`config.mk`:
```
export PLATFORM = sky130hd
export DESIGN_NAME = decode_execute_reg
export DESIGN_NICKNAME = d
export VERILOG_FILES = /design/src/rtl/decode_execute_reg.sv
export SDC_FILE = /design/constraint.sdc
export NUM_CORES = 1
export LEC_CHECK = 0
export ABC_AREA = 1
export CAP_MARGIN = 20
export CORE_ASPECT_RATIO = 1.25
export CORE_UTILIZATION = 45
export CTS_BUF_LIST = sky130_fd_sc_hd__clkbuf_2 sky130_fd_sc_hd__clkbuf_4 sky130_fd_sc_hd__clkbuf_8
export DETAILED_ROUTE_END_ITERATION = 8
export GPL_ROUTABILITY_DRIVEN = 0
export PLACE_DENSITY = 0.84
export SYNTH_ARGS = -nofsm -noshare
export SYNTH_HDL_FRONTEND = slang
export SYNTH_SLANG_ARGS = --single-unit
```
`constraint.sdc`:
```
create_clock -name clk -period 1.8 [get_ports clk]
set_input_delay 0.36 -clock clk [delete_from_list [all_inputs] [get_ports clk]]
set_output_delay 0.36 -clock clk [all_outputs]
set_load 0.005 [all_outputs]
```
`src/rtl/decode_execute_reg.sv`:
```
// Decode->execute pipeline register for the Y86 core.
// Latches decoded fields into execute. Keeps the destination history used by the
// forwarding flags. Turns a load-use hazard into a decode stall plus an execute bubble.
module decode_execute_reg #(
    parameter int         WIDTH     = 32,
    parameter logic [3:0] RNONE     = 4'hF,
    parameter logic [3:0] ICODE_NOP = 4'h1,
    parameter int         CNT_W     = 16
) (
    input  logic             clk,
    input  logic             rst_n,
    input  logic             d_valid,
    input  logic [3:0]       d_icode,
    input  logic [3:0]       d_ifun,
    input  logic [3:0]       d_regA,
    input  logic [3:0]       d_regB,
    input  logic [WIDTH-1:0] d_valA,
    input  logic [WIDTH-1:0] d_valB,
    input  logic [WIDTH-1:0] d_valC,
    input  logic [WIDTH-1:0] d_valP,
    input  logic [3:0]       d_dstE,
    input  logic [3:0]       d_dstM,
    input  logic             ext_stall,
    input  logic             ext_flush,
    output logic             e_valid,
    output logic [3:0]       e_icode,
    output logic [3:0]       e_ifun,
    output logic [3:0]       e_regA,
    output logic [3:0]       e_regB,
    output logic [3:0]       e_dstE,
    output logic [3:0]       e_dstM,
    output logic [WIDTH-1:0] e_valA,
    output logic [WIDTH-1:0] e_valB,
    output logic [WIDTH-1:0] e_valC,
    output logic [WIDTH-1:0] e_valP,
    output logic             applyEx2Fwd,
    output logic [1:0]       applyMemFwd,
    output logic             d_stall,
    output logic [CNT_W-1:0] lu_count
);

    // Destination info of the instruction that most recently left execute.
    logic       hist0Valid;
    logic [3:0] hist0DstE;
    logic [3:0] hist0DstM;

    logic loadUse;
    logic bubble;

    // A real register that is read by either source of decode. RNONE never matches.
    function automatic logic regMatch(input logic [3:0] r, input logic [3:0] a,
                                      input logic [3:0] b);
        return (r != RNONE) && ((r == a) || (r == b));
    endfunction

    // Saturating increment: the counter sticks at all-ones.
    function automatic logic [CNT_W-1:0] satInc(input logic [CNT_W-1:0] c);
        return (&c) ? c : c + CNT_W'(1);
    endfunction

    // Hazard detection and decode stall, purely from execute contents and decode sources.
    always_comb begin
        loadUse = d_valid & e_valid & ((e_icode == 4'h5) | (e_icode == 4'hB))
                  & regMatch(e_dstM, d_regA, d_regB);
        bubble  = ext_flush | loadUse;
        d_stall = ext_stall | (loadUse & ~ext_flush);
    end

    // Execute-stage fields: hold on stall, bubble on flush/load-use, else capture decode.
    always_ff @(posedge clk or negedge rst_n) begin
        if (!rst_n) begin
            e_valid <= 1'b0;
            e_icode <= ICODE_NOP;
            e_ifun  <= 4'h0;
            e_regA  <= RNONE;
            e_regB  <= RNONE;
            e_dstE  <= RNONE;
            e_dstM  <= RNONE;
            e_valA  <= '0;
            e_valB  <= '0;
            e_valC  <= '0;
            e_valP  <= '0;
        end else if (!ext_stall) begin
            e_valid <= d_valid & ~bubble;
            e_icode <= bubble ? ICODE_NOP : d_icode;
            e_ifun  <= bubble ? 4'h0 : d_ifun;
            e_regA  <= bubble ? RNONE : d_regA;
            e_regB  <= bubble ? RNONE : d_regB;
            e_dstE  <= bubble ? RNONE : d_dstE;
            e_dstM  <= bubble ? RNONE : d_dstM;
            e_valA  <= bubble ? '0 : d_valA;
            e_valB  <= bubble ? '0 : d_valB;
            e_valC  <= bubble ? '0 : d_valC;
            e_valP  <= bubble ? '0 : d_valP;
        end
    end

    // History shifts on every non-stalled edge, bubbles included, so stale loads age out.
    always_ff @(posedge clk or negedge rst_n) begin
        if (!rst_n) begin
            hist0Valid <= 1'b0;
            hist0DstE  <= RNONE;
            hist0DstM  <= RNONE;
        end else if (!ext_stall) begin
            hist0Valid <= e_valid;
            hist0DstE  <= e_dstE;
            hist0DstM  <= e_dstM;
        end
    end

    // Forwarding selects travel with the captured instruction; a bubble carries none.
    always_ff @(posedge clk or negedge rst_n) begin
        if (!rst_n) begin
            applyEx2Fwd <= 1'b0;
            applyMemFwd <= 2'b00;
        end else if (!ext_stall) begin
            applyEx2Fwd    <= ~bubble & d_valid & e_valid & regMatch(e_dstE, d_regA, d_regB);
            applyMemFwd[1] <= ~bubble & d_valid & hist0Valid & regMatch(hist0DstE, d_regA, d_regB);
            applyMemFwd[0] <= ~bubble & d_valid & hist0Valid & regMatch(hist0DstM, d_regA, d_regB);
        end
    end

    // Count bubbles that were actually inserted for load-use; flush does not clear it.
    always_ff @(posedge clk or negedge rst_n) begin
        if (!rst_n) begin
            lu_count <= '0;
        end else if (!ext_stall && !ext_flush && loadUse) begin
            lu_count <= satInc(lu_count);
        end
    end

endmodule

```
==> out/metrics.yaml, run 1 <==
hpwl_mm: 17.65
antenna_cells: 0
grt_pass1_vias: 7455
clock-sinks: 181
cts_tree: "done"
tightest_slew_ns: 0.5360
crit_top_cell: "nand2_1"
avgSynthCellArea_um2: 8.637
layout.cells.non_filler: 1557
grt_setup_unrepaired: "true"
slowest_stage: "dfrtp_1"
critical_path_class: "flop to primary output"
routed_wirelength_mm: 28.81
ir_drop_uv: 618.4
cp_max_fo: 3
synth_seq_cells: 181
min_period_over_period: 1.157
cts_made_buffers: 17
yosysMostFrequentCell: "nand2_1"
synth_cell_types: 29
critical_path.cell_chain: "inv_1, nand3_1, nand2_1, nand2_1, nor2_1, nand3_2, nand2_1, buf_2"
core_area_um2: 17500
syn_area_um2: 8075
initial_core_util: 0.4615
async_flop_share: 1.000
slew_headroom: 0.6427
nets: 1478
viasPerCell: 5.219
track_usage: 0.2741
cp-end-kind: "primary output"
synth_top_cell_area_share: 0.4834
finalCriticalPeriod_ns: 2.083
rows: 54
grt_max_degree: 79
drcViolationCount: 0
dp_cells: 1481
grt_first_pass_wirelength_mm: 38.65
io_buffer_count: 329
yosysWarningCount: 0
placed_cell_area_um2: 11840
finalClockSkew_ns: 0.02222
drv_slew: 0
drive_above_1_share: 0.2228
antenna_found_initial: 0
stdcell_area_um2: 13380
synth_top_area_cell: "dfrtp_1"
vias: 8126
cts.clk_slew.worst_paths_ns: 0.10
crit_required_ns: 1.44
htree_levels: 4
routedWlPerCell_um: 18.50
outcome: "complete, but fails checks"
leakagePower_nw: 5.994
drt_iter0_markers: 476
clk_latency_ns: 0.46
synthFlopType: "dfrtp_1"
synth_edf_count: 0
clk_path_buf_depth: 2
setup_violations: 174
arrival_ns: 1.72
cp-start-kind: "flop"
fin_setup_tns_ns: -24.88
hp-class: "input port to flop"
critical-path-max-stage-delay_ns: 0.41
power.density_nw_per_um2: 752.9
hold_viol: 0
synth_common_cells: "384 x nand2_1, 156 x dfrtp_1, 122 x o21ai_0"
setup_ws_ns: -0.2827
ys_seq_area_frac: 0.5648
hold_ws_ns: 0.2885
clock-root-buffer: "clkbuf_8"
fin_util: 0.7643
ioPinCount: 330
die_w_um: 121.8
n_fill_cell: 1093
violations: "negative setup slack"
die_h_um: 151.8
first_pass_iters: 5
postRouteAntennaNets: 0
clock.fmax_ghz: 0.4801
syn-num-nets: 1093
grt_overflow_total: 0
synth_area_leaders: "dfrtp_1 48%, nand2_1 18%, dfstp_2 8.1%, o21ai_0 7.6%, xnor2_1 3.5%"
cap_violations: 0
syn-instance-count: 935
dieArea_um2: 18490
area_growth_pct: 65.63
-- flip-flops by register name (all words and copies together) (netlist names) --
signal	flops
applyEx2Fwd	1
applyMemFwd	2
e_dstE	4
e_dstM	4
e_icode	4
e_ifun	4
e_regA	4
e_regB	4
e_valA	32
e_valB	32
e_valC	32
e_valP	32
e_valid	1
hist0DstE	4
hist0DstM	4
hist0Valid	1
lu_count	16
-- cells in the final DEF (no fill, tap or decap), drive strengths merged --
master | synthesis | layout
clkinv | 0 | 1
or2 | 9 | 9
clkdlybuf4s50 | 0 | 304
nor3 | 4 | 4
nand3b | 1 | 1
ha | 1 | 1
o21bai | 2 | 2
buf | 21 | 92
nor2 | 14 | 14
nand2 | 389 | 391
o21ai | 142 | 142
dlygate4sd3 | 0 | 1
clkinvlp | 0 | 2
dfstp | 25 | 25
clkbuf | 41 | 27
nand4 | 13 | 13
dfrtp | 156 | 156
o22ai | 20 | 20
inv | 46 | 50
xor2 | 5 | 5
nand3 | 14 | 14
xnor2 | 32 | 32
bufinv | 0 | 5
dlygate4sd2 | 0 | 22
-- final cells by class --
class	count	area, µm²	area share
flip-flops and latches	181	4567	0.3414
repair buffers	426	4397	0.3287
multi-input cells	648	3475	0.2598
well taps	224	280.3	0.02095
clock buffers	20	262.8	0.01964
clock inverters	12	214.0	0.01600
inverters	46	180.2	0.01347
-- report_power, final --
group | internal (mW) | leakage [nW] | switching [mW] | total, mW
registers | 4.40 | 2.29 | 0.202 | 4.60
logic | 1.23 | 3.46 | 0.940 | 2.17
clock network | 1.75 | 0.235 | 1.55 | 3.30
-- worst paths after layout --
check,start,endpoint,slack (ns),cells past startpoint
max,e_icode[2],d_stall,-0.28,8
min,ext_stall,e_valB[19],0.29,4
max reg2reg,e_dstM[0],e_dstM[1],-0.27,15
min reg2reg,e_valP[19],e_valP[19],0.49,2
max in group asynchronous,rst_n,lu_count[2],0.71,3
min in group asynchronous,rst_n,e_valC[0],0.41,2
-- per-layer routing --
layer,global-route usage,vias up,part of all wire
met2,0.4726,353,0.52
met5,0,-,0
met1,0.3317,3941,0.38
li1,-,3758,-
met4,0.1093,0,0.034
met3,0.05913,74,0.061
-- worst max-delay path: cells and delay by family, from the launching register on --
kind,cells,cell delay (ns)
buffers and inverters,2,0.21
DFF,1,0.41
and+or+nand+nor,6,0.66
-- stage by stage --
stage	power [mW]	worst slack (ns)
detailed placement	6.516	-0.5226
global route	10.48	-0.3974
floorplan	5.249	0.1940
CTS	9.835	-0.2644
global placement	6.466	-0.4749
finish	10.07	-0.2827
-- logic make-up (layout without fill, tap and decap cells) --
kind of cell	count (synthesis)	count (layout)	synth area share
AOI/OAI and AO/OA	164	164	0.1058
xor gates and xnor gates	37	37	0.04013
adders and majority gates	1	1	0.001549
buffers and inverters	108	504	0.06477
DFF	181	181	0.5648
and+or+nand+nor	444	446	0.2230
-- repair_timing --
item	4_1_cts	5_1_grt
gates resized for setup	93	179
gates cloned	2	13
buffers inserted	17	11
hold buffers	1	0
pin swaps	5	9
endpoints found under the setup margin	36	184
endpoints found under the hold margin	28	0
Power figures use the tool's default switching activity.
==> inputs of run 2 (changes only) <==
--- a/config.mk
+++ b/config.mk
@@ -7,12 +7,13 @@
 export LEC_CHECK = 0
 export ABC_AREA = 1
 export CAP_MARGIN = 20
-export CORE_ASPECT_RATIO = 1.25
+export CORE_ASPECT_RATIO = 0.7
 export CORE_UTILIZATION = 45
 export CTS_BUF_LIST = sky130_fd_sc_hd__clkbuf_2 sky130_fd_sc_hd__clkbuf_4 sky130_fd_sc_hd__clkbuf_8
 export DETAILED_ROUTE_END_ITERATION = 8
 export GPL_ROUTABILITY_DRIVEN = 0
 export PLACE_DENSITY = 0.84
+export SLEW_MARGIN = 15
 export SYNTH_ARGS = -nofsm -noshare
 export SYNTH_HDL_FRONTEND = slang
 export SYNTH_SLANG_ARGS = --single-unit
==> out/metrics.yaml, run 2 (synthesis results as in run 1) <==
dp_slack_ns: -0.5105  # was -0.5226 ns
htree_levels: 4  # unchanged
finalClockSkew_ns: 0.02101  # was 0.02222 ns
clock-sinks: 181  # unchanged
hpwl_mm: 17.56  # was 17.65 mm
leakagePower_nw: 6.143  # was 5.994 nW
first_pass_iters: 5  # unchanged
initial_core_util: 0.4650  # was 0.4615
grt_setup_unrepaired: "true"  # unchanged
die_h_um: 114.1  # was 151.8 µm
reg2reg_from: "e_dstM[1]"  # was e_dstM[0]
grt_max_degree: 128  # was 79
area.sequential_um2: 4571  # was 4567 µm²
drcViolationCount: 0  # unchanged
startpoint: "e_dstM[1]"  # was e_icode[2]
crit_required_ns: 2.18  # was 1.44 ns
tightest_slew_ns: 0.5546  # was 0.5360 ns
min_period_over_period: 1.175  # was 1.157
hold_viol: 0  # unchanged
setup_ws_ns: -0.3144  # was -0.2827 ns
hp-class: "input port to async pin"  # was input port to flop
setup_violations: 164  # was 174
clock-root-buffer: "clkbuf_8"  # unchanged
cp_max_fo: 8  # was 3
fin_setup_tns_ns: -30.25  # was -24.88 ns
cap_violations: 0  # unchanged
power_mw: 9.817  # was 10.07 mW
outcome: "complete, but fails checks"  # unchanged
slew_headroom: 0.6303  # was 0.6427
drv_slew: 0  # unchanged
layout_common_cells: "379 x nand2_1, 297 x clkdlybuf4s50_1, 148 x dfrtp_1, 95 x o21ai_2, 62 x buf_4"  # was 381 x nand2_1, 304 x clkdlybuf4s50_1, 151 x dfrtp_1, 83 x o21ai_2, 63 x buf_4
area_growth_pct: 67.14  # was 65.63%
n_fill_cell: 1119  # was 1093
cts.clk_slew.worst_paths_ns: 0.10  # about the same
antenna_found_initial: 0  # unchanged
antenna_cells: 0  # unchanged
cp-end-kind: "flop"  # was primary output
rows: 40  # was 54
ir_drop_uv: 434.7  # was 618.4 µV
clk_latency_ns: 0.46  # about the same
routedWlPerCell_um: 18.40  # was 18.50 µm
vias: 8118  # was 8126
grt_first_pass_wirelength_mm: 44.08  # was 38.65 mm
drt_iter0_markers: 694  # was 476
rr_worst_depth: 15  # unchanged
r2r_setup_slack_ns: -0.31  # was -0.27 ns
core_area_um2: 17370  # was 17500 µm²
finalCriticalPeriod_ns: 2.114  # was 2.083 ns
reg2reg_to: "e_regA[0]"  # was e_dstM[1]
grt_pass1_vias: 8170  # was 7455
power.density_nw_per_um2: 727.4  # was 752.9 nW/µm²
fin_util: 0.7772  # was 0.7643
clock.fmax_ghz: 0.4729  # was 0.4801 GHz
cts_made_buffers: 17  # unchanged
critical_path_class: "flop to flop"  # was flop to primary output
grt_overflow_total: 0  # unchanged
die_w_um: 162.1  # was 121.8 µm
cts_tree: "done"  # unchanged
multi_input_area_um2: 3501  # was 3475 µm²
dieArea_um2: 18490  # about the same
nets: 1481  # was 1478
final_common_cell: "nand2_1"  # unchanged
io_buffer_count: 329  # unchanged
track_usage: 0.3144  # was 0.2741
viasPerCell: 5.181  # was 5.219
clk_path_buf_depth: 2  # unchanged
cp-start-kind: "flop"  # unchanged
violations: "negative setup slack"  # unchanged
drive_above_1_share: 0.2418  # was 0.2228
ioPinCount: 330  # unchanged
arrival_ns: 2.49  # was 1.72 ns
routed_wirelength_mm: 28.83  # was 28.81 mm
postRouteAntennaNets: 0  # unchanged
-- run 2: changes by cell type in the layout (fill, tap and decap cells not counted), sizes merged, moves of 3 or more --
cell	before	now
buf	92	105
clkdlybuf4s50	304	297
clkbuf	27	19
dlymetal6s2s	0	6
clkinv	1	4
-- run 2: routing by layer --
layer	wire length, µm	GRT usage
met5	0	0
met4	849	0.1346
met3	2737	0.1068
met2	13700	0.5067
met1	11550	0.3872
-- run 2: worst max-delay path by stage --
stage | endpoint | cells past startpoint
after floorplan | lu_count[3] | 12
after global placement | d_stall | 10
after detailed placement | d_stall | 10
after CTS | d_stall | 9
after global routing | e_regA[0] | 15
final | e_regA[0] | 15
-- run 2: power by group --
part           total [mW]  internal (mW)  leakage, nW  switching, mW
Sequential           4.60           4.40         2.29          0.203
Combinational        2.25           1.28         3.64          0.966
Clock                2.97           1.41        0.208           1.56
Total                9.82           7.09         6.14           2.73
-- run 2: what timing repair did --
item,4_1_cts,5_1_grt
gates cloned,12,0
pin swaps,7,13
hold buffers,1,0
buffers inserted,30,12
setup endpoints to repair,74,184
gates resized for setup,273,48
hold endpoints to repair,28,0
-- run 2: area by class of cell --
type,count,share of cell area
inverters,46,0.01353
multi-input cells,646,0.2594
flip-flops and latches,181,0.3386
repair buffers,431,0.3363
well taps,231,0.02141
clock buffers,18,0.01789
clock inverters,14,0.01279
-- run 2: through the flow --
stage               cell area, µm²  hold WS, ns  std cells
finish                       13500       0.3588       1567
global route                 13500       0.3420       1567
CTS                          13320       0.3344       1557
detailed placement           11800       0.2746       1485
global placement             11800       0.2763       1485
floorplan                     8075      0.06441        935
-- run 2: worst max-delay path, cell delays in order (launching register included) --
cell and delay [ns]:
dfstp_2 0.55, buf_4 0.16, nand2_1 0.06, nand2_1 0.06, nor2_1 0.05, nand2_1 0.07, nand2_2 0.07, buf_4 0.13
buf_6 0.11, nand2_4 0.08, nand2_8 0.08, buf_12 0.16, buf_12 0.14, buf_16 0.14, o22ai_4 0.12, inv_2 0.04
==> inputs of run 3 (changes only) <==
==> constraint.sdc (replaced) <==
create_clock -name clk -period 2.2 [get_ports clk]
set_input_delay 0.44 -clock clk [delete_from_list [all_inputs] [get_ports clk]]
set_output_delay 0.44 -clock clk [all_outputs]
set_load 0.005 [all_outputs]
==> out/metrics.yaml, run 3 (synthesis results as in run 1) <==
outcome: "finished, final reports clean"  # was complete, but fails checks
finalClockSkew_ns: 0.01505  # was 0.02101 ns
reg2reg_from: "lu_count[0]"  # was e_dstM[1]
placed_cell_area_um2: 11680  # was 11800 µm²
cp-end-kind: "primary output"  # was flop
drive_above_1_share: 0.1068  # was 0.2418
track_usage: 0.2685  # was 0.3144
rows: 40  # unchanged
worst-path-buf-inv: 2  # was 7
routed_wirelength_mm: 24.25  # was 28.83 mm
cts_tree: "done"  # unchanged
drv_slew: 0  # unchanged
tightest_slew_ns: 0.7451  # was 0.5546 ns
dp_slack_ns: -0.2400  # was -0.5105 ns
nets: 1420  # was 1481
cp-start-kind: "flop"  # unchanged
crit_required_ns: 1.76  # was 2.18 ns
routedWlPerCell_um: 16.11  # was 18.40 µm
stdcell_area_um2: 12160  # was 13500 µm²
ir_drop_uv: 413.5  # was 434.7 µV
clk_latency_ns: 0.46  # about the same
critical_path_class: "flop to primary output"  # was flop to flop
clock-sinks: 181  # unchanged
grt_pass1_vias: 7291  # was 8170
min_period_over_period: 0.9705
cts_made_buffers: 17  # unchanged
ioPinCount: 330  # unchanged
core_area_um2: 17370  # unchanged
grt_overflow_total: 0  # unchanged
cp_top_family: "buffers and inverters"  # unchanged
clock-root-buffer: "clkbuf_8"  # unchanged
grt_first_pass_wirelength_mm: 38.34  # was 44.08 mm
grt_setup_unrepaired: "true"  # unchanged
layout_common_cells: "381 x nand2_1, 326 x clkdlybuf4s50_1, 156 x dfrtp_1, 122 x o21ai_0, 35 x inv_1"  # was 379 x nand2_1, 297 x clkdlybuf4s50_1, 148 x dfrtp_1, 95 x o21ai_2, 62 x buf_4
die_h_um: 114.1  # unchanged
antenna_cells: 0  # unchanged
arrival_ns: 1.70  # was 2.49 ns
drt_iter0_markers: 622  # was 694
vias: 7633  # was 8118
cts.clk_slew.worst_paths_ns: 0.10  # about the same
area_growth_pct: 50.53  # was 67.14%
hold_viol: 0  # unchanged
slew_headroom: 0.5033  # was 0.6303
final_common_cell: "nand2_1"  # unchanged
setup_ws_ns: 0.06481  # was -0.3144 ns
dieArea_um2: 18490  # unchanged
initial_core_util: 0.4650  # unchanged
hpwl_mm: 17.21  # was 17.56 mm
htree_levels: 4  # unchanged
hp-class: "input port to async pin"  # unchanged
finalCriticalPeriod_ns: 2.135
viasPerCell: 5.072  # was 5.181
critical-path-max-stage-delay_ns: 0.57  # was 0.55 ns
slowest_stage: "dfstp_2"  # unchanged
first_pass_iters: 5  # unchanged
drcViolationCount: 0  # unchanged
cap_violations: 0  # unchanged
fin_util: 0.6999  # was 0.7772
antenna_found_initial: 0  # unchanged
setup_violations: 0  # was 164
clock.fmax_ghz: 0.4683
power.density_nw_per_um2: 632.3  # was 727.4 nW/µm²
power_mw: 7.686  # was 9.817 mW
cp_max_fo: 5  # was 8
clk_path_buf_depth: 2  # unchanged
io_buffer_count: 329  # unchanged
grt_max_degree: 160  # was 128
die_w_um: 162.1  # unchanged
startpoint: "e_dstM[1]"  # unchanged
leakagePower_nw: 5.404  # was 6.143 nW
postRouteAntennaNets: 0  # unchanged
hold_ws_ns: 0.4276  # was 0.3588 ns
critical_path.cell_chain: "buf_6, clkdlybuf4s50_1"  # was buf_4, nand2_1, nand2_1, nor2_1, nand2_1, nand2_2, buf_4, buf_6, nand2_4, nand2_8, buf_12, buf_12, buf_16, o22ai_4, inv_2
## run 3: cell types whose count changed in the layout (fill, tap and decap cells not counted), moves of 18 or more
cell / before / now
dlygate4sd2_1: 21 / 0
buf_4: 62 / 32
o21ai_1: 40 / 19
o22ai_1: 2 / 20
clkdlybuf4s50_1: 297 / 326
o21ai_0: 7 / 122
o21ai_2: 95 / 1
## run 3: path summary, 6_finish.rpt
| path | endpoint | slack [ns] | depth (start not counted) |
|---|---|---|---|
| worst min-delay path | e_valA[9] | 0.43 | 2 |
| worst min register to register | e_valA[28] | 0.49 | 2 |
| min in group clk | e_valA[28] | 0.49 | 2 |
| worst max-delay path | e_dstM[1] | 0.06 | 2 |
| worst max register to register | lu_count[13] | 0.35 | 9 |
| max in group asynchronous | e_regB[3] | 1.04 | 3 |
## run 3: final cells by class
class	instances	area, µm²
fillers	1335	5211
flip-flops and latches	181	4561
repair buffers	370	3692
multi-input cells	646	3004
well taps	231	289.0
clock buffers	21	282.8
inverters	46	182.7
clock inverters	10	143.9
## run 3: power breakdown
group	total [mW]	switching, mW	internal (mW)
combinational	1.47	0.610	0.863
sequential	3.77	0.170	3.60
clock	2.45	1.21	1.24
total	7.69	1.99	5.70
## run 3: timing repair
| item | CTS | global route |
|---|---|---|
| setup buffers | 1 | 1 |
| pin swaps | 4 | 7 |
| setup endpoints to repair | 1 | 1 |
| hold buffers | 1 | 0 |
| resized for setup | 7 | 7 |
| gates cloned | 0 | 0 |
| hold endpoints to repair | 28 | 0 |
## run 3: metal layers
| metal | GRT usage | routed length (µm) | vias to the layer above |
|---|---|---|---|
| met5 | 0 | 0 | - |
| met4 | 0.08616 | 439 | 0 |
| met3 | 0.07678 | 2124 | 34 |
| met2 | 0.4295 | 11510 | 340 |
| met1 | 0.3539 | 10180 | 3645 |
| li1 | - | - | 3614 |
## run 3: stage by stage
| step | std cells | setup TNS, ns |
|---|---|---|
| after global placement | 1471 | -0.2127 |
| after global routing | 1505 | -0.01851 |
| final | 1505 | 0 |
| after detailed placement | 1471 | -0.3421 |
| after CTS | 1504 | 0 |
| after floorplan | 935 | 0 |
==> RTL edit (settings of run 3) <==
Set the parameter `CNT_W` to 32 (it was 16).
--- a/src/rtl/decode_execute_reg.sv
+++ b/src/rtl/decode_execute_reg.sv
@@ -7,3 +7,3 @@
     parameter logic [3:0] ICODE_NOP = 4'h1,
-    parameter int         CNT_W     = 16
+    parameter int         CNT_W     = 32
 ) (
Interface: changed (resized lu_count); port bits go from 330 to 346. No check against the original RTL was run, so the function may have changed too.
==> RTL edit against run 3 <==
First-iteration DRC count grew 13%. Critical path depth is 7 higher. Final cell count is 17% higher. Critical endpoint is now d_stall. Register-to-register slack worse by 0.16 ns. Clock skew up 0.0094 ns. Sequential cell count rose by 16. Power rose by 4.2%. Sequential power increased by 7.7%. Non-clock buffer count grew 26. Final area increased by 13%. Sequential share of layout area decreased by 1.3 points. Setup slack lost 0.0075 ns. Area after synthesis rose by 15%. Routed wire length increased by 17%.
==> RTL edit: results (changes against run 3) <==
metric,value,unit,change
post-place-cells,1726,,+17%
wl,28.4,mm,+17%
yosysUniqueCellTypes,30,,+3.4%
drtIter0Drc,704,,+13%
grt_max_degree,137,,-14%
final_nets,1638,,+15%
ys_top_cells_by_area,"dfrtp_1 46%, nand2_1 20%, dfstp_2 7.1%, o21ai_0 6.7%, xnor2_1 2.6%",,
comb_power,1.53,mW,+4%
instances_no_fill,1763,,+17%
fin_skew,0.0245,ns,+0.00945 ns
grt_pass1_vias,8553,,+17%
grt_util_all_layers,0.274,,+0.00554
synth_top_cells_by_count,"490 x nand2_1, 172 x dfrtp_1, 124 x o21ai_0",,
switching_share,0.281,,+0.0220
max-slew-margin-rel,0.586,,+0.0826
antenna_found_initial,1,,+1
r2r_cells,11,,+2
async_reset_ff_frac,1.00,,unchanged
pg_seq,4.06,mW,+7.7%
hold_slack,0.492,ns,+0.0642 ns
post_dp_cell_area,13200,µm²,+13%
power_frac_seq,0.507,,+0.017
synth-seq-area-share,0.535,,-0.0298
syn_avg_cell_area,8.20,µm²,-5.1%
max_freq,467,MHz,-0.35%
vdd_drop_max,0.000397,V,-4.0%
dp_hpwl,20.7,mm,+20%
io_buffers,345,,+4.9%
hold_path_depth,2,,
cts_setup_buffers,1,,unchanged
cpPeakStageDelay,0.55,ns,-0.02 ns
drive_gt1_frac,0.104,,-0.00226
worstPathArrival,1.70,ns,about the same
cts-resized-gates,6,,-1
crit_family,flip-flops,,
hp-class,flip-flop to flip-flop,,
grt_first_pass_wirelength,45.3,mm,+18%
worstSkewPairLatency,0.47,ns,
dr.pass1.iters,5,,unchanged
via_per_inst,4.97,,-1.9%
synth_nets,1289,,+18%
p_leak,6.13,nW,+13%
status,"complete, no violations",,
synth_ff_type,dfrtp_1,,
r2r_setup_slack,0.19,ns,-0.16 ns
dp_slack,-0.311,ns,-0.0712 ns
-- RTL edit: cell types whose count changed in the layout (fill, tap and decap cells not counted), sizes merged, moves of 4 or more --
cell,before,now
nor2,14,42
nor3,4,10
clkdlybuf4s50,326,342
inv,50,62
xnor2,32,28
buf,43,52
nand3b,1,9
xor2,5,15
dfrtp,156,172
nand2,389,505
o21ai,142,138
-- RTL edit: cell type report --
class / instances / area (µm²)
Tap cell: 270 / 338
Clock inverter: 14 / 180
Timing Repair Buffer: 396 / 4020
Sequential cell: 197 / 4960
Inverter: 54 / 208
Multi-Input combinational cell: 814 / 3750
Clock buffer: 18 / 241
Fill cell: 1594 / 6320
-- RTL edit: kinds of logic after synthesis --
| family | synth area share |
|---|---|
| flops | 0.535 |
| xor+xnor | 0.0406 |
| fa+ha+maj | 0.00135 |
| simple gates | 0.270 |
| compound gates | 0.0896 |
| buf+inv | 0.0634 |
-- RTL edit: metal layers --
layer | GRT usage | wire length [µm]
met4 | 0.0894 | 685
met1 | 0.351 | 11900
met3 | 0.0833 | 2260
met2 | 0.446 | 13600
met5 | 0 | 13
-- RTL edit: final timing paths --
| path | start | endpoint |
|---|---|---|
| hold reg to reg | e_valB[30]$_DFFE_PN0N_ | e_valB[30]$_DFFE_PN0N_ |
| setup / recovery | e_dstM[3]$_DFFE_PN1N_ | d_stall |
| max in group asynchronous | rst_n | e_icode[0]$_DFFE_PN1N_ |
| setup reg to reg | lu_count[0]$_DFFE_PN0P_ | lu_count[16]$_DFFE_PN0P_ |
| min in group asynchronous | rst_n | e_valB[24]$_DFFE_PN0N_ |
| hold / removal | e_valB[30]$_DFFE_PN0N_ | e_valB[30]$_DFFE_PN0N_ |
